File: src/rtl/shift_pkg.sv
// Shared encodings and helpers for the multi-cycle shift sequencer.
// Imported by shift_stage and shift_sequencer.
package shift_pkg;

    localparam logic [1:0] OP_SLL  = 2'b00;
    localparam logic [1:0] OP_SRA  = 2'b01;
    localparam logic [1:0] OP_SRL  = 2'b10;
    localparam logic [1:0] OP_PASS = 2'b11;

    typedef enum logic [1:0] {
        S_IDLE  = 2'd0,
        S_SHIFT = 2'd1,
        S_DONE  = 2'd2
    } state_t;

    // Distance applied by the stage selected by a given step index.
    function automatic int stage_dist(input int step);
        return 1 << step;
    endfunction

endpackage

File: src/rtl/shift_stage.sv
// Single shared shift stage: shifts 'in' by 2^step when enabled, left or right per op.
// Purely combinational; right shifts fill vacated bits with fill_bit.
module shift_stage
    import shift_pkg::*;
#(
    parameter int WIDTH   = 32,
    parameter int SHAMT_W = $clog2(WIDTH)
) (
    input  logic [WIDTH-1:0]   in,
    input  logic [SHAMT_W-1:0] step,
    input  logic               enable,
    input  logic [1:0]         op,
    input  logic               fill_bit,
    output logic [WIDTH-1:0]   out
);

    logic [WIDTH-1:0] fill_mask;

    always_comb begin
        fill_mask = ~({WIDTH{1'b1}} >> stage_dist(int'(step))) & {WIDTH{fill_bit}};
        out       = in;
        if (enable) begin
            case (op)
                OP_SLL:         out = in << stage_dist(int'(step));
                OP_SRA, OP_SRL: out = (in >> stage_dist(int'(step))) | fill_mask;
                default:        out = in;
            endcase
        end
    end

endmodule

File: src/rtl/shift_sequencer.sv
// Multi-cycle SLL/SRA shifter: one power-of-two stage per clock, MSB of shamt first, fixed latency.
// Optional macro SHIFT_SRL_EN enables op 10 as a logical right shift; otherwise op 10 decodes as SRA.
module shift_sequencer
    import shift_pkg::*;
#(
    parameter int WIDTH   = 32,
    parameter int SHAMT_W = $clog2(WIDTH)
) (
    input  logic               clock,
    input  logic               reset,
    input  logic               ctrl_start,
    input  logic [1:0]         ctrl_op,
    input  logic [WIDTH-1:0]   data_in,
    input  logic [SHAMT_W-1:0] shamt,
    output logic [WIDTH-1:0]   data_result,
    output logic               data_resultRDY,
    output logic               busy
);

    localparam logic [SHAMT_W-1:0] LAST_STEP = SHAMT_W'(SHAMT_W - 1);

    state_t             state, next_state;
    logic [WIDTH-1:0]   work, stage_out;
    logic [SHAMT_W-1:0] amt, step;
    logic [1:0]         op_q, op_dec;
    logic               sign_q, fill_bit;

`ifdef SHIFT_SRL_EN
    assign op_dec   = ctrl_op;
    assign fill_bit = (op_q == OP_SRL) ? 1'b0 : sign_q;
`else
    assign op_dec   = (ctrl_op == OP_SRL) ? OP_SRA : ctrl_op;
    assign fill_bit = sign_q;
`endif

    shift_stage #(
        .WIDTH   (WIDTH),
        .SHAMT_W (SHAMT_W)
    ) u_stage (
        .in       (work),
        .step     (step),
        .enable   (amt[step]),
        .op       (op_q),
        .fill_bit (fill_bit),
        .out      (stage_out)
    );

    always_ff @(posedge clock) begin
        if (reset) begin
            state       <= S_IDLE;
            work        <= '0;
            amt         <= '0;
            step        <= '0;
            op_q        <= OP_SLL;
            sign_q      <= 1'b0;
            data_result <= '0;
        end else begin
            state <= next_state;
            case (state)
                S_IDLE: begin
                    if (ctrl_start) begin
                        work   <= data_in;
                        amt    <= shamt;
                        op_q   <= op_dec;
                        sign_q <= data_in[WIDTH-1];
                        step   <= LAST_STEP;
                    end
                end
                S_SHIFT: begin
                    work <= stage_out;
                    step <= step - 1'b1;
                    // Publish on the last stage so the result is already valid during the RDY cycle.
                    if (step == '0) begin
                        data_result <= stage_out;
                    end
                end
                default: ;
            endcase
        end
    end

    always_comb begin
        next_state     = state;
        data_resultRDY = 1'b0;
        busy           = 1'b0;
        case (state)
            S_IDLE: begin
                if (ctrl_start) begin
                    next_state = S_SHIFT;
                end
            end
            S_SHIFT: begin
                busy = 1'b1;
                if (step == '0) begin
                    next_state = S_DONE;
                end
            end
            S_DONE: begin
                busy           = 1'b1;
                data_resultRDY = 1'b1;
                next_state     = S_IDLE;
            end
            default: next_state = S_IDLE;
        endcase
    end

endmodule

File: config.mk
export PLATFORM = sky130hd
export DESIGN_NAME = shift_sequencer
export DESIGN_NICKNAME = d
export VERILOG_FILES = /design/src/rtl/shift_pkg.sv /design/src/rtl/shift_stage.sv /design/src/rtl/shift_sequencer.sv
export SDC_FILE = /design/constraint.sdc
export NUM_CORES = 1
export LEC_CHECK = 0
export ABC_AREA = 1
export BUFFER_PORTS_ARGS = -buffer_cell sky130_fd_sc_hd__buf_2
export CORE_ASPECT_RATIO = 0.7
export CORE_MARGIN = 2
export CORE_UTILIZATION = 65
export CTS_CLUSTER_SIZE = 30
export DETAILED_ROUTE_END_ITERATION = 10
export PLACE_DENSITY = 0.95
export SLEW_MARGIN = 10
export SYNTH_ARGS = -nofsm -noshare
export SYNTH_HDL_FRONTEND = slang
export SYNTH_HIERARCHICAL = 1
export SYNTH_SLANG_ARGS = --single-unit
File: constraint.sdc
create_clock -name clock -period 5.8 [get_ports clock]
set_input_delay 0.58 -clock clock [delete_from_list [all_inputs] [get_ports clock]]
set_output_delay 0.58 -clock clock [all_outputs]
set_load 0.02 [all_outputs]
==> flow_metrics.py, run 1 <==
metrics = {
    "synthesis": {
        "synth_cells": 1274,
        "synth_edf_count": 0,
        "yosysWarnings": 6,
        "ys_seq_area_share_pct": 21.64,
        "yosysTopAreaCellShare_pct": 25.06,
        "syn_avg_cell_area_sq_um": 5.736,
        "synth_fp_nets": 1322,
        "ys.flop_type": "dfxtp_1",
        "ys_ff_latch": 79,
        "synth_top_cell_by_area": "nand2_1",
        "async_flop_share_pct": 0,
        "synth.area.top_cells": "nand2_1, dfxtp_1, nand3_1",
        "synthDistinctLibCells": 46,
        "synthesis.area_sq_um": 7308,
    },
    "layout": {
        "final_common_cell": "nand2_1",
        "drive_gt1_share_pct": 13.18,
        "mostFrequentLayoutCells": "nand2_1, nand3_1, a21oi_1, dfxtp_1, buf_2",
        "diodes": 0,
        "finalNonFillerCells": 1443,
        "area_growth_pct": 5.290,
        "final_nets": 1333,
    },
    "pwr": {
        "p_leak_nw": 3.692,
        "cellPowerDensity_nw_per_um2": 382.9,
        "ir_drop_v": 0.0002115,
    },
    "clock_network": {
        "post-cts-setup-buffers": 0,
        "cts_tree": "done",
        "clockBufferDepth": 2,
        "htree_levels": 3,
        "clk_latency_ns": 0.34,
        "cts-root-buf": "clkbuf_16",
        "ctsHoldBuffers": 0,
        "post_cts_resized": 0,
        "clk_pin_slew_ns": 0.06,
        "cts_made_buffers": 9,
        "cts_sinks": 79,
    },
    "floorplanning": {
        "core_sq_um": 10970,
        "die_h_microns": 92.72,
        "initial_core_util_pct": 66.62,
        "die_w_microns": 130.7,
        "rows": 32,
        "ios": 76,
        "dieArea_sq_um": 12120,
    },
    "timing": {
        "fmax_ghz": 0.2482,
        "setup_tns_ns": 0,
        "whs_ns": 0.4597,
        "setup_violations": 0,
        "rsz0062_at_grt": "false",
        "layout_setup_ws_ns": 1.771,
        "slew_viol_final": 0,
        "fin_crit_sh_pct": 69.46,
        "slew_headroom_pct": 25.34,
        "hold_viol": 0,
        "tightestPinTransition_ns": 1.116,
        "finalCriticalPeriod_ns": 4.029,
        "finClkSkew_ns": 0.003181,
    },
    "critical_path": {
        "worstSetupPathType": "reg -> reg",
        "critPathLaunchType": "flip-flop",
        "path_buf_inv": 3,
        "cpMaxStageDelayCell": "nor2_4",
        "end_kind": "flip-flop",
        "crit_family": "simple AND/OR/NAND/NOR gates",
        "critPathMaxFanout": 31,
        "slowest_delay_ns": 0.69,
        "path_cells": "nor2_8 > nand2_8 > nor2_8 > inv_4 > nor2_4 > inv_2 > nand2_1 > inv_2 > nand2_1 > nand3_1 > nand2_1 > nand2_1 > a21oi_1 > nand2_1 > nand2_1 > nand2_1 > a21oi_1",
        "cp.arrival_ns": 4.30,
        "cpMostUsedCell": "nand2_1",
        "worstPathRequired_ns": 6.07,
    },
    "drt": {
        "wl_microns": 29040,
        "drc_errors": 0,
        "routedWlPerCell_microns": 20.13,
        "vias_per_cell": 6.570,
        "first_pass_iters": 10,
        "antenna_left": 0,
        "vias": 9480,
        "drt_iter0_markers": 1653,
    },
    "global_routing": {
        "track_usage_pct": 47.91,
        "overflow": 0,
        "grt_pass1_wl_microns": 44850,
        "antenna_found_initial": 0,
        "grt_max_degree": 79,
        "grt_pass1_vias": 8365,
    },
    "placement": {
        "place.port_buffers": 75,
        "hpwlAfterDp_microns": 20990,
        "gp_congestion": 1.157,
        "dp.cells": 1427,
        "pre_cts_ws_ns": 2.061,
    },
    "job": {
        "max_cap_violations": 0,
    },
    "hold_path": {
        "hold_class": "reg -> reg",
    },
    "outcome": {
        "status": "finished clean",
    },
}
layer usage:
layer,global-route usage [%],vias to the layer above,wire (microns)
li1,-,4236,-
met1,64.78,4254,11330
met2,70.49,840,11680
met3,16.64,148,4495
met4,16.49,2,1496
met5,3.620,-,34
final timing paths:
| path | start | endpoint | slack (ns) | cells after the start |
|---|---|---|---|---|
| worst max register to register | step[3] | work[12] | 1.77 | 17 |
| worst min-delay path | data_result[1] | data_result[1] | 0.46 | 2 |
| worst max-delay path | step[3] | work[12] | 1.77 | 17 |
| worst min register to register | data_result[1] | data_result[1] | 0.46 | 2 |
flip-flops by register name, summed over array words and instances, names as in the netlist:
name	flops
amt	5
data_result	32
fill_bit	1
op_q	2
state	2
step	5
work	32
worst register-to-register path, cell delays in order, from the launching register on:
cell and delay (ns):
dfxtp_1 0.39, nor2_8 0.44, nand2_8 0.19, nor2_8 0.32, inv_4 0.22, nor2_4 0.70, inv_2 0.44, nand2_1 0.18
inv_2 0.10, nand2_1 0.08, nand3_1 0.13, nand2_1 0.10, nand2_1 0.07, a21oi_1 0.21, nand2_1 0.07, nand2_1 0.08
nand2_1 0.06, a21oi_1 0.18
metrics by stage:
stage               total power, mW  instance area (sq um)  utilization [%]
global route                  3.080                   7695            70.14
global placement              2.265                   7403            67.48
detailed placement            2.265                   7403            67.48
CTS                           2.827                   7695            70.14
floorplan                     1.880                   7308                -
finish                        2.947                   7695            70.14
power by group:
group          total (mW)  internal [mW]  switching, mW
combinational        1.74          0.471           1.27
sequential          0.643          0.591         0.0515
clock               0.566          0.334          0.232
cells in the mapped netlist (6+ instances only):
cell type and instances:
o21ai_0 26, o211ai_1 7, nand4_1 24, nand2_2 14, inv_2 11, buf_4 8
ha_1 6, nand3_1 203, o21ai_2 12, o21ai_1 36, nand2_1 488, dfxtp_1 79
buf_6 13, buf_2 33, inv_1 58, nand3_2 8, clkbuf_1 19, nor2_1 58
a21oi_1 118
cell families (layout without fill, tap and decap cells):
| kind of cell | Yosys count | count (layout) | synth area share, % |
|---|---|---|---|
| AO/OA/AOI/OAI | 215 | 215 | 16.28 |
| adder cells (fa/ha/maj) | 6 | 6 | 1.027 |
| flip-flops | 79 | 79 | 21.64 |
| AND/OR/NAND/NOR | 819 | 819 | 50.03 |
| buffers and inverters | 154 | 170 | 10.91 |
| XOR/XNOR | 1 | 1 | 0.1199 |
layout make-up:
cell class | instances | area, sq um
Multi-Input combinational cell | 1041 | 4932
Inverter | 75 | 292.8
Clock inverter | 5 | 58.81
Sequential cell | 79 | 1582
Clock buffer | 11 | 232.7
Fill cell | 960 | 3276
Tap cell | 153 | 191.4
Timing Repair Buffer | 79 | 405.4
(Power assumes the default switching activity.)
==> run 2, diff against run 1 <==
--- a/config.mk
+++ b/config.mk
@@ -9,10 +9,10 @@
 export BUFFER_PORTS_ARGS = -buffer_cell sky130_fd_sc_hd__buf_2
 export CORE_ASPECT_RATIO = 0.7
 export CORE_MARGIN = 2
-export CORE_UTILIZATION = 65
+export CORE_UTILIZATION = 61
 export CTS_CLUSTER_SIZE = 30
 export DETAILED_ROUTE_END_ITERATION = 10
-export PLACE_DENSITY = 0.95
+export PLACE_DENSITY = 0.92
 export SLEW_MARGIN = 10
 export SYNTH_ARGS = -nofsm -noshare
 export SYNTH_HDL_FRONTEND = slang
==> constraint.sdc (replaced) <==
create_clock -name clock -period 4 [get_ports clock]
set_input_delay 0.4 -clock clock [delete_from_list [all_inputs] [get_ports clock]]
set_output_delay 0.4 -clock clock [all_outputs]
set_load 0.02 [all_outputs]
==> flow_metrics.py, run 2 (synthesis gave the netlist of run 1 again) <==
metrics = {
    "outcome": {
        "status": "finished clean",
    },
    "layout": {
        "drive_gt1_share_pct": 14.25,
        "final_core_util_pct": 66.93,
        "finalInstanceArea_sq_um": 7821,
        "final_nets": 1348,
        "area_growth_pct": 7.019,
        "mostFrequentLayoutCells": "nand2_1, nand3_1, a21oi_1, dfxtp_1, buf_2",
        "top_regs": "data_result (32), work (32)",
        "final_common_cell": "nand2_1",
    },
    "drt": {
        "first_pass_iters": 8,
        "drc_errors": 0,
        "antenna_left": 0,
        "vias": 9402,
        "wl_microns": 27780,
        "routedWlPerCell_microns": 18.99,
        "vias_per_cell": 6.427,
        "drt_iter0_markers": 1845,
    },
    "pwr": {
        "power.total_mw": 4.246,
        "ir_drop_v": 0.0002759,
        "combinationalPowerShare_pct": 58.3,
        "cellPowerDensity_nw_per_um2": 542.8,
        "clkPwrFrac_pct": 20.0,
        "power.internal_mw": 2.049,
        "swShare_pct": 51.73,
        "p_seq_share_pct": 21.8,
        "p_leak_nw": 3.773,
        "p_sw_mw": 2.196,
    },
    "timing": {
        "fin_crit_sh_pct": 83.20,
        "fmax_ghz": 0.3005,
        "slew_viol_final": 0,
        "slew_headroom_pct": 33.98,
        "hold_viol": 0,
        "setup_violations": 0,
        "finalCriticalPeriod_ns": 3.328,
        "finClkSkew_ns": 0.008475,
        "rsz0062_at_grt": "false",
        "tightestPinTransition_ns": 0.9901,
        "setup_tns_ns": 0,
    },
    "clock_network": {
        "post_cts_resized": 0,
        "clockBufferDepth": 2,
        "cts-root-buf": "clkbuf_16",
        "clk_latency_ns": 0.35,
        "cts_tree": "done",
        "ctsHoldBuffers": 0,
        "cts_sinks": 79,
        "post-cts-setup-buffers": 0,
        "htree_levels": 3,
        "cts_made_buffers": 9,
        "clk_pin_slew_ns": 0.06,
    },
    "placement": {
        "place.port_buffers": 75,
        "hpwlAfterDp_microns": 19510,
        "gp_congestion": 1.188,
        "place_area_sq_um": 7521,
    },
    "floorplanning": {
        "dieArea_sq_um": 12890,
        "die_w_microns": 134.8,
        "initial_core_util_pct": 62.54,
        "ios": 76,
        "die_h_microns": 95.58,
        "rows": 33,
        "core_sq_um": 11690,
    },
    "critical_path": {
        "worstPathRequired_ns": 4.27,
        "cp.arrival_ns": 3.60,
        "cpMostUsedCell": "nand2_1",
        "path_cells": "nand2_2 > nor2_8 > inv_4 > nand2_1 > o21ai_1 > o21ai_1 > a21oi_1 > a21oi_1 > nand2_1 > nand2_1 > nand2_1 > a21oi_1",
        "worstSetupPathType": "reg -> reg",
        "end_kind": "flip-flop",
        "reg2regPathDepth": 12,
        "critPathMaxFanout": 50,
        "cpMaxStageDelayCell": "dfxtp_1",
        "slowest_delay_ns": 0.79,
        "critPathLaunchType": "flip-flop",
    },
    "global_routing": {
        "overflow": 0,
        "antenna_found_initial": 1,
        "track_usage_pct": 42.47,
        "grt_max_degree": 51,
        "grt_pass1_vias": 8352,
        "grt_pass1_wl_microns": 42860,
    },
    "job": {
        "max_cap_violations": 0,
    },
    "hold_path": {
        "hold_class": "in -> reg",
        "hold_depth": 3,
    },
}
[run 2: cell count changes in the layout (fill, tap and decap cells not counted), sizes merged]
cell,delta
clkbuf,-1
clkinvlp,-1
inv,+2
buf,+15
diode,+1
[run 2: worst max-delay path, delay by kind of cell, from the launching register on]
| kind | cells | cell delay [ns] |
|---|---|---|
| AND/OR/NAND/NOR | 6 | 0.92 |
| flip-flops | 1 | 0.79 |
| buffers and inverters | 1 | 0.27 |
| AO/OA/AOI/OAI | 5 | 1.23 |
[run 2: power by group through the flow]
stage | Clock, mW | Sequential [mW] | Combinational [mW]
6_report | 0.848 | 0.925 | 2.47
5_1_grt | 0.870 | 0.931 | 2.65
4_1_cts | 0.851 | 0.922 | 2.32
3_5_place_dp | 0 | 0.938 | 2.30
3_3_place_gp | 0 | 0.936 | 2.29
2_1_floorplan | 0 | 0.943 | 1.78
[run 2: final cells by class]
cell class	count	area, sq um
multi-input cells	1041	4932
flip-flops and latches	79	1582
well taps	157	196.4
clock inverters	6	68.82
fillers	1077	3864
inverters	75	292.8
repair buffers	94	518.0
diodes	1	2.502
clock buffers	10	229.0
[run 2: routing by layer]
layer / track usage (%) / vias up / wire length, microns
li1: - / 4261 / -
met1: 54.96 / 4155 / 10540
met2: 63.45 / 805 / 11160
met3: 15.10 / 179 / 4492
met4: 19.47 / 2 / 1568
met5: 0 / - / 8
[run 2: worst paths after layout]
check	slack (ns)	end	from
worst max-delay path	0.67	work[11]	step[0]
worst min-delay path	0.30	amt[1]	shamt[1]
worst max register to register	0.67	work[11]	step[0]
worst min register to register	0.46	data_result[3]	data_result[3]
[run 2: through the flow]
stage / instances / setup WS [ns] / hold slack, ns
3_5_place_dp: 1446 / 0.9942 / 0.4543
6_report: 1463 / 0.6719 / 0.3012
3_3_place_gp: 1446 / 1.001 / 0.4492
2_1_floorplan: 1274 / 1.818 / 0.4400
4_1_cts: 1462 / 0.9225 / 0.2973
5_1_grt: 1462 / 0.5748 / 0.3072
